==> src/rtl/uart_rx.sv <==
// UART receiver: 8 data bits LSB first, 1 start, 1 stop, idle high, centre sampled.
// Define UART_RX_PARITY_EN to add a parity bit (checked against par_typ) before the stop bit.
module uart_rx #(
  parameter int unsigned CLKS_PER_BIT = 5208
) (
  input  logic       clk,
  input  logic       rst,
  input  logic       rx_in,
  input  logic       par_typ,
  output logic [7:0] p_data,
  output logic       data_valid,
  output logic       busy,
  output logic       framing_err,
  output logic       par_err
);

  localparam int unsigned CNT_W = $clog2(CLKS_PER_BIT);
  localparam logic [CNT_W-1:0] HALF_LAST = CNT_W'(CLKS_PER_BIT / 2 - 1);
  localparam logic [CNT_W-1:0] BIT_LAST  = CNT_W'(CLKS_PER_BIT - 1);

  typedef enum logic [2:0] {
    S_IDLE,
    S_START,
    S_DATA,
`ifdef UART_RX_PARITY_EN
    S_PARITY,
`endif
    S_STOP,
    S_DONE
  } state_t;

  logic             rx_meta, rx_s;
  state_t           state_q, state_d;
  logic [CNT_W-1:0] cnt_q, cnt_d;
  logic [2:0]       idx_q, idx_d;
  logic [7:0]       shift_q, shift_d;
  logic             stop_q, stop_d;
  logic [7:0]       p_data_d;
  logic             busy_d, dv_d, fe_d;

  // Two-flop synchroniser; resets to the idle line level
  always_ff @(posedge clk or negedge rst) begin
    if (!rst) begin
      rx_meta <= 1'b1;
      rx_s    <= 1'b1;
    end else begin
      rx_meta <= rx_in;
      rx_s    <= rx_meta;
    end
  end

`ifdef UART_RX_PARITY_EN
  logic par_q, par_d;
  logic pe_d;

  always_ff @(posedge clk or negedge rst) begin
    if (!rst) begin
      par_q   <= 1'b0;
      par_err <= 1'b0;
    end else begin
      par_q   <= par_d;
      par_err <= pe_d;
    end
  end
`else
  logic unused_par_typ;
  assign unused_par_typ = par_typ;
  assign par_err        = 1'b0;
`endif

  always_ff @(posedge clk or negedge rst) begin
    if (!rst) begin
      state_q     <= S_IDLE;
      cnt_q       <= '0;
      idx_q       <= '0;
      shift_q     <= '0;
      stop_q      <= 1'b1;
      p_data      <= '0;
      busy        <= 1'b0;
      data_valid  <= 1'b0;
      framing_err <= 1'b0;
    end else begin
      state_q     <= state_d;
      cnt_q       <= cnt_d;
      idx_q       <= idx_d;
      shift_q     <= shift_d;
      stop_q      <= stop_d;
      p_data      <= p_data_d;
      busy        <= busy_d;
      data_valid  <= dv_d;
      framing_err <= fe_d;
    end
  end

  // Next state, counters and registered-output next values
  always_comb begin
    state_d  = state_q;
    cnt_d    = cnt_q + CNT_W'(1);
    idx_d    = idx_q;
    shift_d  = shift_q;
    stop_d   = stop_q;
    p_data_d = p_data;
    busy_d   = busy;
    dv_d     = 1'b0;
    fe_d     = 1'b0;
`ifdef UART_RX_PARITY_EN
    par_d    = par_q;
    pe_d     = 1'b0;
`endif
    case (state_q)
      S_IDLE: begin
        cnt_d = '0;
        if (!rx_s) begin
          state_d = S_START;
          busy_d  = 1'b1;
        end
      end
      S_START: begin
        if (cnt_q == HALF_LAST) begin
          cnt_d = '0;
          idx_d = '0;
          if (rx_s) begin
            state_d = S_IDLE;
            busy_d  = 1'b0;
          end else begin
            state_d = S_DATA;
          end
        end
      end
      S_DATA: begin
        if (cnt_q == BIT_LAST) begin
          cnt_d   = '0;
          shift_d = {rx_s, shift_q[7:1]};
          idx_d   = idx_q + 3'd1;
          if (idx_q == 3'd7) begin
`ifdef UART_RX_PARITY_EN
            state_d = S_PARITY;
`else
            state_d = S_STOP;
`endif
          end
        end
      end
`ifdef UART_RX_PARITY_EN
      S_PARITY: begin
        if (cnt_q == BIT_LAST) begin
          cnt_d   = '0;
          par_d   = rx_s;
          state_d = S_STOP;
        end
      end
`endif
      S_STOP: begin
        if (cnt_q == BIT_LAST) begin
          cnt_d   = '0;
          stop_d  = rx_s;
          state_d = S_DONE;
        end
      end
      S_DONE: begin
        cnt_d   = '0;
        state_d = S_IDLE;
        busy_d  = 1'b0;
        // Framing error outranks parity error; p_data only moves on a good frame
        if (!stop_q) begin
          fe_d = 1'b1;
`ifdef UART_RX_PARITY_EN
        end else if ((^shift_q ^ par_q) != par_typ) begin
          pe_d = 1'b1;
`endif
        end else begin
          dv_d     = 1'b1;
          p_data_d = shift_q;
        end
      end
      default: begin
        cnt_d   = '0;
        state_d = S_IDLE;
        busy_d  = 1'b0;
      end
    endcase
  end

endmodule

==> config.mk <==
export PLATFORM = sky130hd
export DESIGN_NAME = uart_rx
export DESIGN_NICKNAME = d
export VERILOG_FILES = /design/src/rtl/uart_rx.sv
export SDC_FILE = /design/constraint.sdc
export NUM_CORES = 1
export LEC_CHECK = 0
export BUFFER_PORTS_ARGS = -buffer_cell sky130_fd_sc_hd__clkbuf_2
export CAP_MARGIN = 10
export CORE_MARGIN = 10
export CORE_UTILIZATION = 35
export DETAILED_ROUTE_END_ITERATION = 6
export PLACE_DENSITY_LB_ADDON = 0.05
export SYNTH_ARGS = -nofsm -noshare
export SYNTH_HDL_FRONTEND = slang
export SYNTH_SLANG_ARGS = --single-unit
export TNS_END_PERCENT = 5
==> constraint.sdc <==
create_clock -name clk -period 5 [get_ports clk]
set_input_delay 0.75 -clock clk [delete_from_list [all_inputs] [get_ports clk]]
set_output_delay 0.75 -clock clk [all_outputs]
set_load 0.01 [all_outputs]
==> impl_metrics.csv, run 1 <==
group,metric,value,unit
placed_design,place.gp.congestion,0.7618,
timing,setup_viol,0,
pwr,max-vdd-ir-drop,0.1186,mV
cells_and_area,drive_above_1_share,28.41,%
timing,fin_skew,0.004109,ns
cells_and_area,fin_nets,182,
floorplanning,io-pin-count,16,
placed_design,place_area,0.002006,mm²
timing,fin_tns_setup,0,ns
synthesis,yosys_warnings,0,
floorplanning,num_rows,26,
synthesis,synth-seq-cells,41,
global_route,grt_use_total,9.029,%
pwr,power_density,291.0,mW/mm²
cells_and_area,fillers,510,
min_path,hold_end,"rx_s",
global_route,antenna_found_initial,0,
floorplanning,die_x,93.45,µm
pwr,p_leak,0.9639,nW
status,status,"finished clean",
setup_path,reg2reg_to,"shift_q[0]",
detailed_routing,drc,0,
global_route,met3_usage,3.197,%
detailed_routing,wl,3491,µm
placed_design,port_buffers,13,
synthesis,synth.distinct_cells,37,
placed_design,dp_hpwl,2521,µm
synthesis,synth_top_area_share,50.36,%
floorplanning,die_h,93.45,µm
global_route,use_met2,14.79,%
global_route,grt_pass1_vias,1245,
clock_tree,clk_latency,0.29,ns
detailed_routing,dr.first_iter.drc_count,26,
pwr,pwr-share-comb,1.3,%
timing,tightest_slew,1.089,ns
pwr,switching_power,122.5,µW
floorplanning,core,0.005172,mm²
min_path,hold_depth,0,
clock_tree,cts_root_buf,"clkbuf_8",
pwr,p_int,496.1,µW
global_route,grt_busiest_layer,"met2",
pwr,p_seq_share,53.9,%
clock_tree,h-tree-depth,2,
cells_and_area,syn_to_final_growth,12.59,%
timing,setup_ws,2.619,ns
cells_and_area,multi_input_area,808.3,µm²
clock_tree,hold_buffers,0,
setup_path,crit_type,"flop to flop",
timing,slew_headroom,26.37,%
synthesis,syn_inst,160,
clock_tree,cts_resized,0,
synthesis,synth_area_per_cell,11.80,µm²
synthesis,synthArstFlopShare,100.0,%
detailed_routing,ant_nets,0,
setup_path,worstRegToRegCells,3,
clock_tree,cts_tree,"built",
setup_path,regToRegSetupSlack,2.62,ns
clock_tree,clockBufferDepth,2,
setup_path,worstSetupStartpointType,"flop",
pwr,switching_share,19.80,%
setup_path,cp_slowest_cell,"nor4_4",
global_route,grt_pass1_wl,6313,µm
timing,drv_slew,0,
min_path,min_path_type,"flop to flop",
synthesis,synthTopCellsByArea,"dfrtp_1, mux2_2, xnor2_1",
setup_path,cp_data_arrival_time,2.56,ns
timing,whs,0.3600,ns
timing,fmax,0.4200,GHz
clock_tree,cts.sinks,41,
clock_tree,clkTransAtPathRegs,0.08,ns
global_route,grt_max_degree,42,
synthesis,synth_nets,167,
cells_and_area,design_area,0.002126,mm²
global_route,grt_overflow_total,0,
floorplanning,die-area,0.008732,mm²
global_route,grt_use_met1,10.70,%
timing,hold_viol_final,0,
setup_path,worstPathCellList,"or4bb_1 -> nor4_4 -> mux2_2",
synthesis,yosysSeqAreaShare,54.54,%
clock_tree,cts_setup_buffers,0,
placed_design,pre_cts_slack,2.581,ns
synthesis,netlist_area,0.001888,mm²
pwr,power_frac_clock,44.8,%
setup_path,r2r_start,"state_q[1]",
timing,rsz0062_at_grt,"false",
setup_path,critical_path_required,5.18,ns
synthesis,synth_edf_count,0,
cells_and_area,regArea,0.001030,mm²
setup_path,critPathMaxFanout,14,
detailed_routing,wire_per_inst,14.19,µm
floorplanning,initial_core_util,36.50,%
cells_and_area,num_antenna_cells,0,
timing,min_period,2.381,ns
setup_path,critPathMaxStageDelay,0.71,ns
detailed_routing,num_vias,1219,
detailed_routing,drt_pass1_iterations,4,
min_path,min_from,"rx_meta",
detailed_routing,via_per_inst,4.955,
synthesis,ys.flop_type,"dfrtp_1",
clock_tree,cts_buffers,5,
setup_path,end_kind,"flop",
job,maxCapViolCount,0,
timing,period_share,47.62,%
synthesis,netlist.top_cell.by_area,"dfrtp_1",
==> flip-flops by register name, summed over array words and instances (netlist names) <==
signal and count:
busy 1, framing_err 1, data_valid 1, rx_s 1, idx_q 3, shift_q 8
stop_q 1, cnt_q 13, state_q 3, rx_meta 1, p_data 8
==> cell type report <==
class	instances	area share, %
repair buffers	13	3.061
clock buffers	6	3.885
well taps	70	4.120
flip-flops and latches	41	48.44
clock inverters	2	1.766
inverters	4	0.7063
multi-input cells	110	38.02
==> metrics by stage <==
step / power, mW / cells / utilization (%)
4_1_cts: 0.6292 / 246 / 41.10
3_5_place_dp: 0.3489 / 238 / 38.78
3_3_place_gp: 0.3487 / 238 / 38.78
5_1_grt: 0.6464 / 246 / 41.10
6_report: 0.6186 / 246 / 41.10
2_1_floorplan: 0.3417 / 160 / -
==> synth_stat cells, types with 3 or more instances <==
cell type  number
dfrtp_1        38
dfstp_2         3
ha_1            3
inv_1           4
mux2_2         17
nand2_1        11
nand3_1        10
nor2_1         19
nor3_1          3
nor4_1          4
nor4b_1         3
o211ai_1        3
xnor2_1        10
==> placed cells by master, fill, tap and decap left out, types with 2 or more instances in the layout <==
master	instances
o211ai_1	3
nor2_1	19
nor3_1	3
nand4_1	2
inv_1	4
nand2b_1	2
ha_1	3
nand2_1	11
nor4b_1	3
xnor2_1	10
or4b_4	2
dfstp_2	3
clkbuf_2	13
mux2_2	17
xor2_1	2
nor4_1	4
dfrtp_1	38
o21ai_0	2
clkbuf_8	6
nand3_1	10
==> cells by family (layout without fill, tap and decap cells) <==
| group | after synthesis | in the layout | synth area share (%) |
|---|---|---|---|
| simple gates | 66 | 66 | 20.54 |
| xor+xnor | 12 | 12 | 5.567 |
| flops | 41 | 41 | 54.54 |
| buf+inv | 9 | 25 | 2.981 |
| other cells | 1 | 1 | 0.1986 |
| mux | 17 | 17 | 10.14 |
| fa+ha+maj | 3 | 3 | 1.988 |
| compound gates | 11 | 11 | 4.043 |
==> power by group through the flow <==
| stage | Clock (mW) | Sequential, mW | Combinational, mW |
|---|---|---|---|
| 2_1_floorplan | 0 | 0.340 | 0.00190 |
| 6_report | 0.277 | 0.334 | 0.00817 |
| 3_5_place_dp | 0 | 0.340 | 0.00884 |
| 3_3_place_gp | 0 | 0.340 | 0.00857 |
| 5_1_grt | 0.302 | 0.334 | 0.0103 |
| 4_1_cts | 0.287 | 0.334 | 0.00891 |
==> critical path, delay by kind of cell, from the launching register on <==
family / cells / cell delay, ns
simple gates: 2 / 1.28
flops: 1 / 0.56
mux: 1 / 0.42
==> per-layer routing <==
layer,up-vias,part of all wire (%)
met5,-,0
met2,16,48
met3,5,4.2
met4,0,1.5
li1,593,-
met1,605,47
==> worst max-delay path by stage <==
stage,slack (ns),endpoint,start,cells past startpoint
2_1_floorplan,2.96,shift_q[3],cnt_q[8],4
3_3_place_gp,2.61,shift_q[0],state_q[1],3
3_5_place_dp,2.58,shift_q[1],state_q[1],3
4_1_cts,2.56,shift_q[1],state_q[1],3
5_1_grt,2.46,shift_q[5],state_q[1],3
6_report,2.62,shift_q[0],state_q[1],3
Note: power is estimated with default switching activity, not from simulation.
==> run 2: changes to the inputs <==
Settings changed: ABC_AREA from default to 1.
Clock period 5 ns to 2 ns, I/O delays scaled along.
==> run 2 against run 1 <==
Critical path depth is 7 higher. Maximum frequency is 38% higher. Clock power rose to 2.9 times the previous value. Clock skew hardly changed. Critical endpoint is now idx_q[0]. Highest routed layer unchanged.
==> impl_metrics.csv, run 2 <==
group,metric,value,unit
pwr,p_leak,1.146,nW
clock_tree,cts_buffers,5,
global_route,grt_pass1_wl,7079,µm
cells_and_area,syn_to_final_growth,12.69,%
floorplanning,io-pin-count,16,
floorplanning,initial_core_util,35.74,%
timing,min_period,1.722,ns
placed_design,port_buffers,13,
cells_and_area,top_regs,"cnt_q (13), p_data (8), shift_q (8)",
job,maxCapViolCount,0,
setup_path,cp_slowest_cell,"dfrtp_1",
setup_path,critPathMaxFanout,17,
detailed_routing,drc,0,
synthesis,synthTopCellsByArea,"dfrtp_1, nand2_1, inv_1",
floorplanning,die-area,0.009465,mm²
cells_and_area,layout_commonest_cell,"nand2_1",
setup_path,end_kind,"flop",
clock_tree,cts_root_buf,"clkbuf_8",
synthesis,yosys-top-cells-count,"nand2_1, dfrtp_1, inv_1",
cells_and_area,layout_common_cells,"nand2_1, dfrtp_1, inv_1",
status,status,"finished clean",
floorplanning,num_rows,28,
global_route,grt_use_total,9.003,%
timing,setup_viol,0,
min_path,min_path_type,"input port to async pin",
clock_tree,h-tree-depth,2,
setup_path,critPathMaxStageDelay,0.39,ns
setup_path,worstSetupStartpointType,"flop",
timing,fmax,0.5807,GHz
clock_tree,cts_setup_buffers,0,
synthesis,synth-seq-cells,41,
detailed_routing,ant_nets,0,
synthesis,netlist_area,0.002091,mm²
pwr,max-vdd-ir-drop,0.5409,mV
placed_design,place.gp.congestion,0.8138,
synthesis,yosysMostFrequentCell,"nand2_1",
cells_and_area,fin_nets,271,
timing,tightest_slew,0.5252,ns
global_route,grt_overflow_total,0,
synthesis,synth_top_area_share,45.48,%
clock_tree,cts_tree,"built",
floorplanning,die_x,97.29,µm
timing,slew_headroom,64.99,%
detailed_routing,num_vias,1517,
clock_tree,clkTransAtPathRegs,0.09,ns
synthesis,netlist.top_cell.by_area,"dfrtp_1",
synthesis,yosys_warnings,0,
timing,setup_ws,0.2779,ns
detailed_routing,wire_per_inst,11.96,µm
timing,period_share,86.11,%
pwr,total_power,1.671,mW
synthesis,synth.distinct_cells,29,
setup_path,crit_type,"flop to flop",
clock_tree,cts_resized,0,
cells_and_area,num_antenna_cells,0,
pwr,power_density,709.2,mW/mm²
cells_and_area,top_register,"cnt_q",
detailed_routing,drt_pass1_iterations,4,
synthesis,ys.flop_type,"dfrtp_1",
synthesis,yosysSeqAreaShare,49.25,%
clock_tree,cts.sinks,41,
floorplanning,die_h,97.29,µm
synthesis,synthArstFlopShare,100.0,%
placed_design,dp_hpwl,2911,µm
global_route,grt_pass1_vias,1495,
synthesis,syn_inst,247,
floorplanning,core,0.005851,mm²
setup_path,worstPathCellList,"ha_1 -> nand2_2 -> clkinv_1 -> nand2_2 -> nor2_4 -> nand3_4 -> nand2_2 -> nand2_1 -> nand2_1 -> nand2_1",
global_route,grt_max_degree,42,
detailed_routing,via_per_inst,4.462,
clock_tree,clockBufferDepth,2,
cells_and_area,largest_register_ffs,13,
timing,drv_slew,0,
detailed_routing,dr.first_iter.drc_count,53,
timing,fin_skew,0.004528,ns
placed_design,pre_cts_slack,0.2988,ns
setup_path,critical_path_required,2.19,ns
timing,hold_viol_final,0,
detailed_routing,wl,4065,µm
synthesis,synth_nets,254,
cells_and_area,drive_above_1_share,24.15,%
synthesis,synth_edf_count,0,
setup_path,cp_data_arrival_time,1.91,ns
timing,fin_tns_setup,0,ns
synthesis,synth_area_per_cell,8.465,µm²
global_route,antenna_found_initial,0,
clock_tree,clk_latency,0.30,ns
timing,rsz0062_at_grt,"false",
clock_tree,hold_buffers,0,
-- run 2: power breakdown --
part / switching (mW) / internal [mW] / total (mW)
logic: 0.0185 / 0.00343 / 0.0220
registers: 0.00219 / 0.832 / 0.834
clock network: 0.312 / 0.503 / 0.815
total: 0.333 / 1.34 / 1.67
-- run 2: kinds of logic (layout without fill, tap and decap cells) --
kind of cell | Yosys count | count (layout) | share of synthesized area [%]
fa+ha+maj | 3 | 3 | 1.796
flops | 41 | 41 | 49.25
buf+inv | 46 | 64 | 9.395
other cells | 1 | 1 | 0.1794
xor+xnor | 7 | 7 | 2.932
compound gates | 25 | 25 | 7.181
simple gates | 124 | 124 | 29.26
-- run 2: layout make-up --
class,count,area [µm²]
repair buffers,14,72.57
inverters,42,157.7
flip-flops and latches,41,1030
clock inverters,3,68.82
clock buffers,5,68.82
well taps,75,93.84
fillers,608,3495
multi-input cells,160,864.6
-- run 2: worst paths after layout --
path                            cells past startpoint      from  slack, ns          to
worst max-delay path                               10  cnt_q[0]       0.28    idx_q[0]
worst min-delay path                                2       rst       0.06  state_q[1]
worst max register to register                     10  cnt_q[0]       0.28    idx_q[0]
worst min register to register                      0   rx_meta       0.36        rx_s
max in group asynchronous                           2       rst       1.57        rx_s
min in group clk                                    1     rx_in       0.08     rx_meta
-- run 2: per-stage QoR --
stage	util (%)	instance area [µm²]	hold slack [ns]	cells
2_1_floorplan	-	2091	0.004409	247
3_3_place_gp	37.92	2218	0.3458	332
3_5_place_dp	37.92	2218	0.3472	332
4_1_cts	40.27	2356	0.07572	340
5_1_grt	40.27	2356	0.06506	340
6_report	40.27	2356	0.05782	340
-- run 2: metal layers --
layer | global-route usage [%] | wire (µm) | vias to the layer above
met3 | 3.485 | 189 | 2
li1 | - | - | 789
met1 | 11.16 | 1964 | 705
met5 | 0 | 0 | -
met4 | 2.685 | 28 | 0
met2 | 14.09 | 1882 | 21
-- run 2: worst max-delay path, delay by kind of cell, from the launching register on --
kind / cells / cell delay (ns)
buf+inv: 1 / 0.07
simple gates: 8 / 0.88
flops: 1 / 0.39
fa+ha+maj: 1 / 0.27
==> run 3: changes to the inputs <==
Settings changed: ABC_AREA 1 to default.
==> run 3 against run 2 <==
Combinational power rose by 23%. Hold slack improved by 0.026 ns. Non-clock buffer count increased by 20. Routed wire length fell by 7.2%. Sequential power hardly changed. Count of clock-buffer cells in the layout up 2. Final cell count shrank 21%. Clock power is 31% lower. Sequential cell count unchanged. Global-route usage grew 0.67 points. Die area is 7.7% lower. Core utilization grew 4.3 points. Highest routed layer unchanged.
==> impl_metrics.csv, run 3 (synthesis gave the netlist of run 1 again) <==
group,metric,value,unit
status,status,"finished clean",
pwr,switching_power,302.9,µW
clock_tree,h-tree-depth,2,
cells_and_area,largest_register_ffs,13,
setup_path,cp_common_cell,"or4b_4",
setup_path,critPathMaxFanout,13,
detailed_routing,ant_nets,0,
cells_and_area,final_cells,267,
global_route,grt_use_total,9.676,%
placed_design,dp_hpwl,2785,µm
placed_design,post-place-cells,258,
detailed_routing,drt_pass1_iterations,4,
cells_and_area,syn_to_final_growth,22.13,%
cells_and_area,top_regs,"cnt_q (13), p_data (8), shift_q (8)",
timing,period_share,97.90,%
setup_path,cp_slowest_cell,"or4b_4",
pwr,p_int,1.120,mW
pwr,max-vdd-ir-drop,0.4269,mV
setup_path,regToRegSetupSlack,0.04,ns
timing,whs,0.08351,ns
min_path,hold_end,"rx_meta",
timing,slew_headroom,63.44,%
floorplanning,die-area,0.008732,mm²
cells_and_area,final_util,44.58,%
pwr,power_frac_clock,39.5,%
timing,fin_skew,0.007893,ns
clock_tree,cts.sinks,41,
global_route,grt_pass1_vias,1343,
placed_design,port_buffers,13,
pwr,switching_share,21.28,%
setup_path,crit_start,"cnt_q[9]",
setup_path,worstRegToRegCells,5,
setup_path,critical_path_required,2.18,ns
detailed_routing,num_vias,1297,
placed_design,pre_cts_slack,0.02100,ns
detailed_routing,wl,3772,µm
placed_design,place.gp.congestion,0.7588,
cells_and_area,num_antenna_cells,0,
timing,fmax,0.5107,GHz
placed_design,place_area,0.002185,mm²
floorplanning,num_rows,26,
detailed_routing,via_per_inst,4.858,
setup_path,cp_data_arrival_time,2.14,ns
setup_path,worstSetupStartpointType,"flop",
cells_and_area,top_register,"cnt_q",
global_route,grt_overflow_total,0,
setup_path,r2r_start,"cnt_q[9]",
cells_and_area,multi_input_area,825.8,µm²
cells_and_area,drive_above_1_share,35.53,%
timing,tightest_slew,0.5408,ns
clock_tree,clockBufferDepth,2,
min_path,min_path_type,"input port to flop",
clock_tree,cts_root_buf,"clkbuf_8",
pwr,p_seq_share,58.6,%
timing,min_period,1.958,ns
timing,setup_ws,0.04207,ns
setup_path,path_delay_family,"simple AND/OR/NAND/NOR gates",
timing,hold_viol_final,0,
detailed_routing,dr.first_iter.drc_count,39,
floorplanning,die_x,93.45,µm
pwr,pwr-share-comb,1.9,%
cells_and_area,fillers,510,
detailed_routing,drc,0,
floorplanning,core,0.005172,mm²
cells_and_area,layout_commonest_cell,"dfrtp_1",
setup_path,reg2reg_to,"cnt_q[5]",
floorplanning,die_h,93.45,µm
timing,fin_tns_setup,0,ns
pwr,power_density,617.2,mW/mm²
cells_and_area,layout_common_cells,"dfrtp_1, nor2_1, mux2_2, buf_4, clkbuf_2",
clock_tree,cts_tree,"built",
timing,setup_viol,0,
setup_path,crit_type,"flop to flop",
clock_tree,cts_buffers,5,
pwr,p_leak,1.066,nW
global_route,grt_max_degree,24,
min_path,hold_depth,1,
floorplanning,io-pin-count,16,
clock_tree,clk_latency,0.29,ns
min_path,min_from,"rx_in",
cells_and_area,regArea,0.001030,mm²
cells_and_area,design_area,0.002306,mm²
global_route,grt_pass1_wl,6672,µm
timing,drv_slew,0,
detailed_routing,wire_per_inst,14.13,µm
floorplanning,initial_core_util,36.50,%
setup_path,cp_num_buf_inv,1,
clock_tree,cts_setup_buffers,0,
setup_path,worstPathCellList,"or4b_4 -> or4b_4 -> a21oi_4 -> buf_12 -> nor2_1",
job,maxCapViolCount,0,
timing,rsz0062_at_grt,"true",
global_route,antenna_found_initial,0,
cells_and_area,fin_nets,203,
pwr,total_power,1.423,mW
setup_path,critPathMaxStageDelay,0.55,ns
clock_tree,clkTransAtPathRegs,0.08,ns
setup_path,end_kind,"flop",
[run 3: worst max-delay path by stage]
stage	end	slack, ns	cells past startpoint
floorplan	shift_q[3]	0.002	4
global placement	cnt_q[12]	0.04	5
detailed placement	stop_q	0.02	4
CTS	cnt_q[5]	0.02	5
global route	cnt_q[5]	-0.02	5
finish	cnt_q[5]	0.04	5
[run 3: routing by layer]
metal | GRT usage (%) | vias up | wire length, µm
met4 | 3.856 | 0 | 59
met2 | 14.62 | 18 | 1732
li1 | - | 633 | -
met3 | 3.437 | 6 | 152
met5 | 0 | - | 0
met1 | 12.27 | 640 | 1827
[run 3: what timing repair did]
item	CTS	global route
pin swaps	0	0
gates resized for setup	2	1
endpoints found under the setup margin	3	20
hold endpoints to repair	17	0
hold buffers	1	0
[run 3: area by class of cell]
cell class,instances,area share (%)
Inverter,4,0.6511
Multi-Input combinational cell,110,35.81
Timing Repair Buffer,34,11.01
Clock buffer,7,3.744
Sequential cell,41,44.66
Clock inverter,1,0.3256
Tap cell,70,3.798
[run 3: power by group through the flow]
stage          sequential [mW]  clock [mW]  combinational, mW
2_1_floorplan            0.850           0            0.00474
3_3_place_gp             0.850           0             0.0266
3_5_place_dp             0.850           0             0.0276
4_1_cts                  0.834       0.590             0.0291
5_1_grt                  0.834       0.625             0.0326
6_report                 0.834       0.562             0.0271
